--- src/rtl/timer_periph.sv ---
// timer_periph: bus-mapped reload timer with LED, switch and 7-seg registers; SYSTICK_EN adds a free-running cycle counter at 0x18
module timer_periph #(
  parameter logic [31:0] BASE_ADDR = 32'h4000_0000,
  parameter int PRESCALE = 1
) (
  input  logic        clk,
  input  logic        reset,
  input  logic        rd,
  input  logic        wr,
  input  logic [31:0] addr,
  input  logic [31:0] wdata,
  output logic [31:0] rdata,
  input  logic [7:0]  switch,
  output logic [7:0]  led,
  output logic [11:0] digi,
  output logic        irq
);
  logic [31:0] th, tl, pcnt, systick;
  logic [2:0]  tcon;
  logic [29:0] woff;
  logic [2:0]  idx;
  logic [7:0]  we;
  logic        hit, tick, ovf, ovf_set, unused_ok;
  assign unused_ok = ^addr[1:0];
  assign woff = addr[31:2] - BASE_ADDR[31:2];
  assign hit = woff[29:3] == '0;
  assign idx = woff[2:0];
  assign we = (wr && hit) ? 8'(1) << idx : '0;
  assign tick = tcon[0] && pcnt == 32'(PRESCALE - 1);
  assign ovf = tick && &tl;
  assign ovf_set = ovf && tcon[1];
  assign irq = tcon[1] & tcon[2];
  assign rdata = !(rd && hit) ? '0 :
                 idx == 3'd0 ? th :
                 idx == 3'd1 ? tl :
                 idx == 3'd2 ? {29'b0, tcon} :
                 idx == 3'd3 ? {24'b0, led} :
                 idx == 3'd4 ? {24'b0, switch} :
                 idx == 3'd5 ? {20'b0, digi} :
                 idx == 3'd6 ? systick : '0;
  always_ff @(posedge clk)
    if (reset) begin
      th <= '0;
      tl <= '0;
      tcon <= '0;
      pcnt <= '0;
      led <= '0;
      digi <= 12'hF00;
    end else begin
      if (tcon[0]) pcnt <= tick ? '0 : pcnt + 32'd1;
      if (tick) tl <= ovf ? th : tl + 32'd1;
      if (we[0]) th <= wdata;
      if (we[1]) begin
        tl <= wdata;
        pcnt <= '0;
      end
      // overflow status set beats a software clear landing on the same edge
      tcon <= we[2] ? {wdata[2] | ovf_set, wdata[1:0]} : {tcon[2] | ovf_set, tcon[1:0]};
      if (we[3]) led <= wdata[7:0];
      if (we[5]) digi <= wdata[11:0];
    end
`ifdef SYSTICK_EN
  always_ff @(posedge clk)
    systick <= reset ? '0 : systick + 32'd1;
`else
  assign systick = '0;
`endif
endmodule
--- config.mk ---
export PLATFORM = sky130hd
export DESIGN_NAME = timer_periph
export DESIGN_NICKNAME = d
export VERILOG_FILES = /design/src/rtl/timer_periph.sv
export SDC_FILE = /design/constraint.sdc
export NUM_CORES = 1
export LEC_CHECK = 0
export BUFFER_PORTS_ARGS = -buffer_cell sky130_fd_sc_hd__buf_4
export CAP_MARGIN = 20
export CORE_AREA = 3 3 116 107
export DETAILED_ROUTE_END_ITERATION = 10
export DIE_AREA = 0 0 119 110
export HOLD_SLACK_MARGIN = 0.1
export PLACE_DENSITY = 0.88
export SYNTH_ARGS = -nofsm -noshare
export SYNTH_HDL_FRONTEND = slang
export SYNTH_SLANG_ARGS = --single-unit
--- constraint.sdc ---
create_clock -name clk -period 4 [get_ports clk]
set_clock_uncertainty 0.15 [all_clocks]
set_input_delay 0.4 -clock clk [delete_from_list [all_inputs] [get_ports clk]]
set_output_delay 0.4 -clock clk [all_outputs]
set_load 0.005 [all_outputs]
Yosys cells after proc, flatten, opt, wreduce, memory -nomap -nowiden

Cells that the tools add are included.

Output and inout port bits: 53
Register bits after elaboration: 119

$add $sub $neg: 3
Shift-type cells: 1
Eq/ne operators: 5
Bitwise operators: 3
Reduce and logical (&&, ||, !) cells: 11
Muxes and demuxes: 13

Operators with widths:

| kind                     | count |
|---|---|
| $mux W32                 | 7 |
| $add A32 B1 Y32 const B  | 2 |
| $mux W12                 | 4 |
| $logic_not A32 Y1        | 1 |
| $reduce_and A32 Y1       | 1 |
| $sub A30 B29 Y30 const B | 1 |
| $logic_not A27 Y1        | 1 |
| $eq A3 B2 Y1 const B     | 2 |
| $eq A3 B3 Y1 const B     | 2 |
| $mux W6                  | 1 |
| $shl A1 B3 Y6 const A    | 1 |
| $logic_and A1 B1 Y1      | 5 |
| $eq A3 B1 Y1 const B     | 1 |
| $logic_not A3 Y1         | 1 |
| $mux W3                  | 1 |
| $or A1 B1 Y1             | 2 |
| $reduce_bool A2 Y1       | 1 |
| $reduce_or A2 Y1         | 1 |
| $and A1 B1 Y1            | 1 |

Depth between registers and ports, before layout

Depth after elaboration: 9
Gate-level depth with buffers: 10

Worst setup path after synthesis

Ideal clock, no wire load.

Kind: register -> register
From: register tl[0]
To: register tl[20]
Setup time: 131 ps
Clock period less this slack: 2207 ps
Path slack: 1793 ps
Arrival time: 1926 ps
Data required time: 3719 ps
Cell stages (with the launch flop): 8
Path buffers: 0
Cells stage by stage: dfxtp_1 -> ha_1 -> nand4_1 -> or4_4 -> nor4_2 -> xor2_1 -> a211oi_1 -> nor3_2

Word-level cells in the longest chain between the ends: 5
Elaborated cells on any way between the ends: 6

RTL lines:

| what                                                                    | RTL line | RTL |
|---|---|---|
| from (decl)                                                             | 18       | `logic [31:0] th, tl, pcnt, systick;` |
| from (signal assigned)                                                  | 51       | `if (tick) tl <= ovf ? th : tl + 32'd1;` |
| from (signal assigned)                                                  | 54       | `tl <= wdata;` |
| parallel branches: the longest is 2 deep, another holds $add A32 B1 Y32 | n/a      |  |
| $mux W32 * (2 in series)                                                | 51       |  |
| $mux W32 *                                                              | 53       | `if (we[1]) begin` |

Every way passes the cells marked *. The select of a mux whose other input is x is not followed.
A chain may end at the register's enable or synchronous reset.

Worst setup path after layout

From: register tl[0]
To: register tl[10]

The elaborated chain is that of the path after synthesis.

==> results by group <==
Route
  • First DRT Iteration DRCs: 841
  • Met1 wire length: 8.230 mm
  • Met2 Wirelength: 9.623 mm
  • Routed Antenna Nets: 0
  • Met3 Wirelength: 1.971 mm
  • Vias: 6,865
  • Overall routed net length: 20.26 mm
  • DRC: 0
  • Vias per cell: 6.140
  • WL/cell: 18.12 µm
  • Highest routed metal layer: met4
  • 1st-pass router iterations: 6

Power
  • Pwr Total: 0.003173 W
  • Maximum VDD drop: 0.3512 mV
  • LEAKAGE: 3.102 nW
  • PwrDens: 366.1 nW/µm²

STA
  • Worst slew pin tran: 0.9314 ns
  • Hold Vio Cnt, Final: 0
  • Endpoints failing setup: 0
  • Fin crit period: 3.023 ns
  • RSZ-0062 raised after global routing: false
  • Max-slew headroom: 37.57%
  • TNS Setup: 0 ns
  • Top achievable clock speed: 330.8 MHz
  • Final period util: 75.57%
  • Slew Viols, Final: 0

Place
  • Port Buf Inserts: 126
  • DP Wirelength: 13.16 mm
  • RePlAce Congestion: 0.9010

Finish
  • NumNets Final: 1,028
  • # diodes: 0
  • Layout cells sized above 1: 22.25%
  • Most frequent cells in the layout: 170 x nor2_1, 138 x buf_4, 119 x dfxtp_1
  • P&R area growth vs syn: 28.44%
  • Most common cell after layout, fill and taps aside: nor2_1
  • Fillers: 775

CTS
  • Post-CTS Hold Buffers: 22
  • Clock insertion delay at the later pin of the skew report: 0.41 ns
  • Setup Buffers After CTS: 0
  • Max clock buf depth: 2
  • CTS Sinks: 119
  • CTS tree: built
  • H-tree depth: 4
  • Total CTS buffers: 17
  • CTS resizes: 0
  • Clk root buf: clkbuf_16
  • Clock-pin slew on the worst setup and hold paths: 0.06 ns

Min path
  • Hold Crit Class: input pin to flip-flop
  • Hold Startpoint: wdata[14]

Synthesis
  • Netlist Area Pre-Place: 6748 µm²
  • Synthesized area per cell: 8.209 µm²
  • Synthesis-stage register bit count: 119
  • Async set-reset flop share out of synthesis: 0%
  • EDFF count, synth: 0
  • Yosys cell types: 69
  • Prevailing post-synth register cell: dfxtp_1
  • Share of the yosys chip area belonging to registers: 35.31%
  • Net count after synthesis: 901
  • Mapped Cells: 822
  • Yosys warns: 0

Floorplan
  • Std-Cell Rows: 37
  • Horiz. Die Dim: 119 µm
  • CORE AREA: 11,340 µm²
  • Die area: 13,090 µm²
  • Initial Util: 59.49%
  • Die Span Y: 110 µm
  • I/O pin count: 129

Global routing
  • Gr usage total: 30.79%
  • Total gr overflow: 0
  • Number of global-route vias before repair: 6,480
  • Initial antenna violation count: 0
  • Largest net degree at the start of global routing: 51
  • First-pass GRT wire length: 32.57 mm

Run status
  • Status: completed

Critical path
  • Critical Path Start Type: flip-flop
  • Crit. End Element: flip-flop
  • Worst path required time: 4.17 ns
  • R2r startpoint: tl[0]$_SDFFE_PP0P_
  • Critical path startpoint: tl[0]$_SDFFE_PP0P_
  • CP Class: flip-flop to flip-flop
  • Critical Path AT: 3.19 ns
  • Crit-path max FO: 13

Run
  • Max_cap viols: 0
## cells in the mapped netlist (5+ instances only)
cell type | n | area share [%]
buf_6 | 6 | 1.0
nor4_1 | 16 | 1.5
buf_2 | 17 | 1.3
nor2_1 | 170 | 9.5
a211oi_1 | 12 | 1.3
mux2i_1 | 66 | 9.8
o21ai_0 | 23 | 1.7
and4_1 | 6 | 0.78
nor2b_1 | 5 | 0.46
nor3_1 | 19 | 1.4
o221ai_1 | 6 | 0.78
nand4_1 | 28 | 2.6
xnor2_1 | 21 | 2.7
a21oi_1 | 35 | 2.6
clkbuf_1 | 26 | 1.4
mux2_2 | 5 | 0.83
and3_1 | 13 | 1.2
inv_1 | 18 | 1.0
nand2_1 | 46 | 2.6
nand2b_1 | 6 | 0.56
a22oi_1 | 22 | 2.4
a211o_1 | 5 | 0.65
nor3_2 | 6 | 0.89
xor2_1 | 16 | 2.1
a21o_1 | 8 | 0.89
dfxtp_1 | 119 | 35
nand3_1 | 24 | 1.8
nor4_2 | 9 | 1.7
## logic make-up (layout without fill, tap and decap cells)
kind of cell	Yosys count	after routing	synth area share (%)
buffers and inverters	71	211	5.062
and+or+nand+nor	374	374	28.63
DFF	119	119	35.30
muxes	71	71	10.62
xor gates and xnor gates	37	37	4.803
adders and majority gates	3	3	0.5563
AOI/OAI and AO/OA	147	147	15.02
## worst paths after layout
kind                               to  slack, ns  depth (start not counted)
setup / recovery  tl[10]$_SDFFE_PP0P_       0.98                          7
hold reg to reg    tcon[2]$_SDFF_PP0_       0.37                          2
hold / removal    th[14]$_SDFFE_PP0P_       0.11                          3
setup reg to reg  tl[10]$_SDFFE_PP0P_       0.98                          7
## layer usage
metal  global-route usage (%)  vias to the layer above
met5                        0                        -
met4                    11.50                        0
met3                    8.520                       56
met2                    51.15                      378
met1                    38.59                     3227
li1                         -                     3204
## stage by stage
step	util, %	cell area (µm²)	std cells	hold slack, ns	worst slack [ns]
final	76.41	8667	1118	0.1087	0.9772
after detailed placement	68.20	7735	1064	0.3455	1.156
after CTS	76.41	8667	1118	0.1000	1.069
after floorplan	-	6748	822	0.3064	1.793
after global placement	68.20	7735	1064	0.3235	1.206
after global routing	76.41	8667	1118	0.1128	0.7998
## worst max-delay path, cell delays in order (launching register included)
cell and delay [ns]:
dfxtp_1 0.48, ha_1 0.28, nand4_1 0.21, nor4_2 0.42, nand2_1 0.54, nor2_4 0.42
a211oi_1 0.14, nor4_1 0.28
## sequential cells by signal, summed over array words and instances (netlist names)
register,count
pcnt,32
th,32
tl,32
digi,12
led,8
tcon,3
## layout make-up
type                            instances  area, µm²  share of cell area, %
Inverter                               18      67.56                 0.7796
Timing Repair Buffer                  161       1276                  14.72
Clock inverter                         12      245.2                  2.830
Multi-Input combinational cell        632       4034                  46.54
Clock buffer                           20      466.7                  5.385
Sequential cell                       119       2382                  27.49
Tap cell                              156      195.2                  2.252
## report_power, final
| part | leakage [nW] | total [W] | internal [W] | switching, W |
|---|---|---|---|---|
| registers | 0.958 | 0.00119 | 0.00119 | 0.00000000000103 |
| logic | 1.80 | 0.000153 | 0.0000761 | 0.0000770 |
| clock network | 0.346 | 0.00183 | 0.00128 | 0.000554 |
| total | 3.10 | 0.00317 | 0.00254 | 0.000631 |
Power figures use the tool's default switching activity.
